--- src/rtl/dea_pkg.sv ---
// Shared types and helpers for the cipher stream transmitter.
// Holds the FSM state encoding, default buffer depths and the per-byte cipher.
package dea_pkg;

    localparam int DATA_DEPTH_DEF = 100;
    localparam int KEY_DEPTH_DEF  = 3;

    typedef enum logic [2:0] {
        IDLE,
        FETCH,
        CALC,
        SEND,
        WAIT_IDLE,
        DONE
    } state_t;

    // XOR with the key byte, then add the byte position; wraps mod 256.
    function automatic logic [7:0] cipher_byte(input logic [7:0] d,
                                               input logic [7:0] k,
                                               input logic [7:0] idx);
        return (d ^ k) + idx;
    endfunction

endpackage

--- src/rtl/cipher_stream_tx.sv ---
// Buffers plaintext and key bytes, encrypts each byte with a cyclic key and
// streams the ciphertext over the UART_Sender Tx_Send/Tx_Busy handshake.
module cipher_stream_tx #(
    parameter int DATA_DEPTH = dea_pkg::DATA_DEPTH_DEF,
    parameter int KEY_DEPTH  = dea_pkg::KEY_DEPTH_DEF
) (
    input  logic       Clk_100M,
    input  logic       Reset,
    input  logic       clear,
    input  logic [7:0] load_data,
    input  logic       load_valid,
    input  logic       load_is_key,
    output logic       load_ready,
    input  logic       start,
    output logic [7:0] Tx_Data,
    output logic       Tx_Send,
    input  logic       Tx_Busy,
    output logic       busy,
    output logic       done,
    output logic       overflow,
    output logic [7:0] data_len,
    input  logic [7:0] rd_index,
    output logic [7:0] rd_data
);
    import dea_pkg::*;

    localparam int DW = (DATA_DEPTH > 1) ? $clog2(DATA_DEPTH) : 1;
    localparam int KW = (KEY_DEPTH > 1) ? $clog2(KEY_DEPTH) : 1;
    localparam logic [7:0] DATA_MAX = 8'(DATA_DEPTH);
    localparam logic [7:0] KEY_MAX  = 8'(KEY_DEPTH);

    state_t     r_state, w_next;
    logic [7:0] r_data   [DATA_DEPTH];
    logic [7:0] r_result [DATA_DEPTH];
    logic [7:0] r_key    [KEY_DEPTH];
    logic [7:0] r_data_len, r_key_len, r_idx, r_kidx;
    logic [7:0] r_d, r_k, r_tx_data;
    logic       r_tx_send, r_overflow;

    logic       w_idle, w_data_full, w_key_full, w_data_wr, w_key_wr, w_last;
    logic [7:0] w_len_next, w_cipher;

    assign w_idle      = (r_state == IDLE);
    assign w_data_full = (r_data_len == DATA_MAX);
    assign w_key_full  = (r_key_len == KEY_MAX);
    assign w_data_wr   = w_idle && !Reset && !clear && load_valid && !load_is_key && !w_data_full;
    assign w_key_wr    = w_idle && !Reset && !clear && load_valid &&  load_is_key && !w_key_full;
    // Length as it will be after this cycle's load/clear, so a start
    // arriving alongside a load sees the new byte.
    assign w_len_next  = clear ? 8'd0 : r_data_len + {7'd0, w_data_wr};
    assign w_last      = (r_idx == r_data_len - 8'd1);
    assign w_cipher    = cipher_byte(r_d, r_k, r_idx);

    always_ff @(posedge Clk_100M) begin
        if (Reset) r_state <= IDLE;
        else       r_state <= w_next;
    end

    always_comb begin
        w_next = r_state;
        unique case (r_state)
            IDLE:      if (start) w_next = (w_len_next != 8'd0) ? FETCH : DONE;
            FETCH:     w_next = CALC;
            CALC:      w_next = SEND;
            SEND:      if (Tx_Busy) w_next = WAIT_IDLE;
            WAIT_IDLE: if (!Tx_Busy) w_next = w_last ? DONE : FETCH;
            DONE:      w_next = IDLE;
            default:   w_next = IDLE;
        endcase
    end

    // Buffer storage carries no reset; only the lengths qualify it.
    always_ff @(posedge Clk_100M) begin
        if (w_data_wr) r_data[r_data_len[DW-1:0]] <= load_data;
        if (w_key_wr)  r_key[r_key_len[KW-1:0]]   <= load_data;
        if (!Reset && r_state == CALC) r_result[r_idx[DW-1:0]] <= w_cipher;
    end

    always_ff @(posedge Clk_100M) begin
        if (Reset) begin
            r_data_len <= 8'd0;
            r_key_len  <= 8'd0;
            r_idx      <= 8'd0;
            r_kidx     <= 8'd0;
            r_tx_data  <= 8'd0;
            r_tx_send  <= 1'b0;
            r_overflow <= 1'b0;
            r_d        <= 8'd0;
            r_k        <= 8'd0;
        end else begin
            unique case (r_state)
                IDLE: begin
                    if (clear) begin
                        r_data_len <= 8'd0;
                        r_key_len  <= 8'd0;
                        r_overflow <= 1'b0;
                    end else if (load_valid) begin
                        if ((load_is_key && w_key_full) || (!load_is_key && w_data_full))
                            r_overflow <= 1'b1;
                        if (w_data_wr) r_data_len <= r_data_len + 8'd1;
                        if (w_key_wr)  r_key_len  <= r_key_len + 8'd1;
                    end
                    if (start) begin
                        r_idx  <= 8'd0;
                        r_kidx <= 8'd0;
                    end
                end
                FETCH: begin
                    r_d <= r_data[r_idx[DW-1:0]];
                    r_k <= (r_key_len == 8'd0) ? 8'd0 : r_key[r_kidx[KW-1:0]];
                end
                CALC: begin
                    r_tx_data <= w_cipher;
                    r_tx_send <= 1'b1;
                end
                SEND:
                    if (Tx_Busy) r_tx_send <= 1'b0;
                WAIT_IDLE:
                    if (!Tx_Busy && !w_last) begin
                        r_idx  <= r_idx + 8'd1;
                        r_kidx <= (r_key_len == 8'd0 || r_kidx == r_key_len - 8'd1) ? 8'd0 : r_kidx + 8'd1;
                    end
                default: ;
            endcase
        end
    end

    assign Tx_Data    = r_tx_data;
    assign Tx_Send    = r_tx_send;
    assign busy       = !w_idle;
    assign done       = (r_state == DONE);
    assign load_ready = w_idle;
    assign overflow   = r_overflow;
    assign data_len   = r_data_len;
    assign rd_data    = (rd_index < r_data_len) ? r_result[rd_index[DW-1:0]] : 8'd0;

endmodule
--- config.mk ---
export PLATFORM = sky130hd
export DESIGN_NAME = cipher_stream_tx
export DESIGN_NICKNAME = d
export VERILOG_FILES = /design/src/rtl/dea_pkg.sv /design/src/rtl/cipher_stream_tx.sv
export SDC_FILE = /design/constraint.sdc
export NUM_CORES = 2
export LEC_CHECK = 0
export CAP_MARGIN = 20
export CELL_PAD_IN_SITES_DETAIL_PLACEMENT = 1
export CELL_PAD_IN_SITES_GLOBAL_PLACEMENT = 2
export CORE_ASPECT_RATIO = 1.1
export CORE_MARGIN = 2
export CORE_UTILIZATION = 25
export DETAILED_ROUTE_END_ITERATION = 12
export PLACE_DENSITY = 0.48
export SYNTH_ARGS = -nofsm -noshare
export SYNTH_HDL_FRONTEND = slang
export SYNTH_SLANG_ARGS = --single-unit
--- constraint.sdc ---
create_clock -name Clk_100M -period 6.9 [get_ports Clk_100M]
set_input_delay 0.69 -clock Clk_100M [delete_from_list [all_inputs] [get_ports Clk_100M]]
set_output_delay 0.69 -clock Clk_100M [all_outputs]
set_load 0.05 [all_outputs]
# Yosys cells after proc, flatten, opt, wreduce, memory -nomap -nowiden
# Memories as Yosys holds them, arrays and structs flattened. A register that Yosys moved wholly into a read port is not among the register bits.
# Index checks and enable logic that the tools add are counted.
# W data, S select, Z words.
[totals] in_bits=23 n_memories=3 ff_bits=53 elab_cells=105 mem_bits_rw=1624 output_inout_bits=29
[op_classes] addsub=8 n_reduce_logical=36 order_cmp=1 n_mux=34 n_eq_ne=13 bitwise=1
[mem_list] name="r_data" words=100 word_bits=8 rd=1 rd_ports_with_merged_regs=1 write_ports=1 line="cipher_stream_tx.sv:33" rtl="logic [7:0] r_data [DATA_DEPTH];"
[mem_list] name="r_result" words=100 word_bits=8 rd=1 rd_ports_with_merged_regs=0 write_ports=1 line="cipher_stream_tx.sv:34" rtl="logic [7:0] r_result [DATA_DEPTH];"
[mem_list] name="r_key" words=3 word_bits=8 rd=1 rd_ports_with_merged_regs=1 write_ports=1 line="cipher_stream_tx.sv:35" rtl="logic [7:0] r_key [KEY_DEPTH];"
[op_table] cell="$mux W8" n=13
[op_table] cell="$add A8 B1 Y8 const B" n=4
[op_table] cell="$pmux W8 S2" n=2
[op_table] cell="$eq A8 B8 Y1" n=2
[op_table] cell="$sub A8 B1 Y8 const B" n=2
[op_table] cell="$mux W3" n=5
[op_table] cell="$pmux W3 S5" n=1
[op_table] cell="$reduce_and A3 Y1" n=5
[op_table] cell="$reduce_bool A2 Y1" n=6
[op_table] cell="$logic_and A1 B1 Y1" n=11
[op_table] cell="$mux W1" n=10
[op_table] cell="$add A8 B1 Y8" n=1
[op_table] cell="$add A8 B8 Y8" n=1
[op_table] cell="$eq A8 B2 Y1 const B" n=1
[op_table] cell="$eq A8 B7 Y1 const B" n=1
[op_table] cell="$logic_not A1 Y1" n=8
[op_table] cell="$logic_not A8 Y1" n=1
[op_table] cell="$lt A8 B8 Y1" n=1
[op_table] cell="$ne A2 B2 Y1 const B" n=4
[op_table] cell="$reduce_bool A8 Y1" n=1
[op_table] cell="$xor A8 B8 Y8" n=1
[op_table] cell="$eq A3 B2 Y1 const B" n=2
[op_table] cell="$eq A3 B3 Y1 const B" n=2
[op_table] cell="$mux W2" n=2
[op_table] cell="other kinds (5)" n=6

# Logic depth before layout (Yosys ltp)
[logic_depth] ltp_word=12 ltp_mapped=14 ltp_nobuf=13

# Worst setup path before layout
# OpenSTA, ideal clock, no wires.
[synth_timing] path_type="reg-to-reg" start="register r_d[1], read port of r_data" end="memory r_result[0][7] (data pin)" n_path_buf=0 setup_time_ps=770 synth_period_minus_slack_ps=5264 t_required_ps=6130 path_stages_with_launch=9 t_arrival_ps=4493 path_slack_ps=1636 cell_sequence="dfxtp_1 xor2_1 ha_1 a21o_1 a21oi_1 o21bai_1 a21oi_1 o21ai_0 xnor2_1"
[synth_between] elab_chain_cells=2
[synth_rtl] item="from (decl)" line="cipher_stream_tx.sv:37" rtl="logic [7:0] r_d, r_k, r_tx_data;"
[synth_rtl] item="$xor A8 B8 Y8" line="dea_pkg.sv:21" rtl="return (d ^ k) + idx;"
[synth_rtl] item="$add A8 B8 Y8" line="dea_pkg.sv:21"
[synth_rtl] item="named net w_cipher[7]" line="cipher_stream_tx.sv:41" rtl="logic [7:0] w_len_next, w_cipher;"
[synth_rtl] item="to (decl)" line="cipher_stream_tx.sv:34"
# The timed path passes the listed nets, and every way through them passes these cells.

# Worst setup path in the final report
[layout_timing] start="register r_data_len[2] (netlist: data_len[2])" end="output port rd_data[6]"
[layout_between] elab_chain_cells=2
[layout_rtl] item="from (decl)" line="cipher_stream_tx.sv:36" rtl="logic [7:0] r_data_len, r_key_len, r_idx, r_kidx;"
[layout_rtl] item="from (signal assigned)" line="cipher_stream_tx.sv:100" rtl="if (w_data_wr) r_data_len <= r_data_len + 8'd1;"
[layout_rtl] item="$lt A8 B8 Y1" line="cipher_stream_tx.sv:135" rtl="assign rd_data = (rd_index < r_data_len) ? r_result[rd_index[DW-1:0]] : 8'd0;"
[layout_rtl] item="$mux W8" line="cipher_stream_tx.sv:135"
[layout_rtl] item="to (decl)" line="cipher_stream_tx.sv:23" rtl="output logic [7:0] rd_data"
# Every way passes these cells.

==> flow_summary.json <==
{
  "fp.dieH_um": 546,
  "holdPathStages": 1,
  "fmax_mhz": 189,
  "antenna_found_initial": 7,
  "root_buffer": "clkbuf_16",
  "cts_made_buffers": 190,
  "syn_area_um2": 66700,
  "ir_drop_uv": 227,
  "top_layer_used": "met4",
  "n_fill_cell": 27100,
  "total_leakage_power_nw": 23.8,
  "vias": 34500,
  "min_period_ns": 5.28,
  "setup_slack_ns": 1.62,
  "syn_nets": 3569,
  "multi_input_area_um2": 15800,
  "drive_gt1_frac": 0.215,
  "critical_path.max_fanout": 17,
  "async_flop_share": 0,
  "worst_setup_path_end_kind": "primary output",
  "cts.sinks": 1687,
  "die_w_um": 497,
  "hp-class": "in2reg",
  "ys.flop_type": "edfxtp_1",
  "postRouteAntennaNets": 0,
  "syn_avg_cell_area_um2": 18.9,
  "ys_warn_count": 0,
  "cts.path.max_buffers": 3,
  "start_util": 0.252,
  "outcome": "finished, final reports clean",
  "seq_area_frac_synth": 0.750,
  "arrival_ns": 4.59,
  "synthesis.instances": 3521,
  "grt_pass1_vias": 36900,
  "cts-resized-gates": 0,
  "final.setup.tns_ns": 0,
  "required_ns": 6.21,
  "p_per_area_nw_per_um2": 318,
  "crit_type": "reg2out",
  "grt_pass1_wl_um": 302000,
  "wl_per_cell_um": 29.1,
  "synth.ff_latch_count": 1687,
  "grt_max_degree": 102,
  "r2r_cells": 7,
  "slew_viol_final": 0,
  "seqCellArea_um2": 50000,
  "clk_latency_ns": 0.84,
  "final_nets": 3732,
  "power_w": 0.0248,
  "first_pass_iters": 5,
  "drt-total-wl_um": 214000,
  "syn2layout_area_growth_pct": 17.0,
  "clock_skew_ns": 0.0374,
  "timing_worst_slew_pin_value_ns": 1.15,
  "place_ws_ns": 1.78,
  "start_kind": "register",
  "grt_usage": 0.157,
  "relSlewSlack": 0.232,
  "die_area_um2": 271000,
  "drv_cap": 0,
  "numPortBuffers": 51,
  "hold_viol": 0,
  "cts_tree": "yes",
  "path_clk_slew_ns": 0.06,
  "dr_wl_met2_um": 106000,
  "vias_per_cell": 4.69,
  "cts_hold_buf": 0,
  "reg2reg_slack_ns": 2.48,
  "hpwl_um": 133000,
  "setup_viol": 0,
  "drtIter0Drc": 2810,
  "met1Wirelength_um": 94900,
  "drc_errors": 0,
  "post_cts_buffers": 0,
  "grt_overflow": 0,
  "dr_wl_met3_um": 8510,
  "htree_levels": 4,
  "rsz0062_at_grt": "false",
  "ioPinCount": 52,
  "core.rowCount": 198,
  "place_congestion": 0.761,
  "holdWs_ns": 0.233,
  "ys_types": 77,
  "final.period_utilization": 0.766,
  "core-area_um2": 265000,
  "synth-edff-count": 1624
}
-- synthesized netlist by cell type (5+ instances only) --
library cell  instances  area [µm²]
nor2_1              310        1160
nor2b_1              13        81.3
inv_1                24        90.1
nand2_1             129         484
clkbuf_1            118         443
o22a_1               11        96.3
o22ai_1              38         238
a22oi_1              64         480
nor3_1               24         120
nor3b_1               7        52.6
a211oi_1             12        90.1
mux2_2               50         563
nor4_1                8        50.1
mux2i_1              99         991
nand2b_1              6        37.5
buf_2                77         385
mux4_2              335        7540
dfxtp_1              63        1260
a311oi_1             11        96.3
ha_1                 24         300
a2111oi_0             5        43.8
xor2_1               22         193
o211ai_1              7        52.6
and3_1                9        56.3
a32o_1                5        50.1
nand3_1              34         170
a221o_1               7        70.1
a31oi_1               8        50.1
a22o_1               25         219
buf_4                 6        45.0
o21ai_0              57         285
nand4_1              10        62.6
o221ai_1             13         114
a21oi_1              85         425
and2_1               12        75.1
o21bai_1              5        37.5
buf_1                 8        30.0
a221oi_1             66         578
edfxtp_1           1624       48800
xnor2_1              23         201
-- final timing paths --
path	startpoint	to
setup / recovery	data_len[2]	rd_data[6]
hold / removal	load_data[3]	r_data[94][3]
setup reg to reg	data_len[0]	r_data[45][4]
hold reg to reg	Tx_Data[0]	Tx_Data[0]
-- per-stage QoR --
| stage | cells | instance area [µm²] | utilization |
|---|---|---|---|
| 5_1_grt | 7345 | 78000 | 0.294 |
| 2_1_floorplan | 3521 | 66700 | - |
| 3_3_place_gp | 6966 | 71700 | 0.271 |
| 4_1_cts | 7333 | 77900 | 0.294 |
| 3_5_place_dp | 6982 | 71900 | 0.271 |
| 6_report | 7347 | 78100 | 0.294 |
-- report_power, final --
group          internal [W]  switching, W  leakage (nW)
combinational      0.000852       0.00212          5.65
clock               0.00572       0.00423          2.92
sequential           0.0118      0.000108          15.3
total                0.0184       0.00646          23.8
-- cell type report --
type | count | area share
well taps | 3500 | 0.0561
clock inverters | 106 | 0.0126
multi-input cells | 1597 | 0.203
clock buffers | 245 | 0.0646
repair buffers | 181 | 0.0216
diodes | 4 | 0.000128
inverters | 27 | 0.00130
flip-flops and latches | 1687 | 0.641
-- placed cells by master (no fill, tap or decap), types with 21 or more instances in the layout --
master and count:
edfxtp_1 1624, mux4_2 335, nor2_1 306, clkbuf_16 194
nand2_1 127, buf_4 113, mux2i_1 99, a21oi_1 85
a221oi_1 66, a22oi_1 64, dfxtp_1 59, o21ai_0 57
clkbuf_1 51, mux2_2 50, clkinv_1 49, o22ai_1 38
clkdlybuf4s50_1 38, nand3_1 31, a22o_1 25, inv_1 23
nor3_1 23, ha_1 23, clkinv_2 23, xor2_1 21
-- critical path, cell delays in order (launching register included) --
cell and delay (ns):
dfxtp_1 0.82, inv_1 0.41, ha_1 0.39, a21boi_0 0.12
o21ai_0 0.18, a21oi_1 0.14, o41a_1 0.48, a21oi_1 0.36
clkdlybuf4s50_1 0.87
-- registers in the layout (all words and copies together) (netlist names), named ones only --
| name | count |
|---|---|
| Tx_Data | 8 |
| Tx_Send | 1 |
| data_len | 8 |
| overflow | 1 |
| r_d | 8 |
| r_data | 800 |
| r_idx | 8 |
| r_k | 8 |
| r_key | 24 |
| r_key_len | 8 |
| r_kidx | 8 |
| r_result | 800 |
| r_state | 3 |
-- metal layers --
layer,global-route usage,vias to the layer above
met2,0.264,698
met1,0.212,18800
met4,0.0362,0
met3,0.0241,232
met5,0,-
li1,-,14800
-- cell families (layout without fill, tap and decap cells) --
logic type / after synthesis / in the layout / share of synthesized area
flops: 1687 / 1687 / 0.750
simple gates: 583 / 583 / 0.0378
mux: 484 / 484 / 0.136
compound gates: 460 / 460 / 0.0499
fa+ha+maj: 25 / 25 / 0.00480
buf+inv: 237 / 559 / 0.0152
other cells: 0 / 4 / 0
xor+xnor: 45 / 45 / 0.00591
Power figures use the tool's default switching activity.
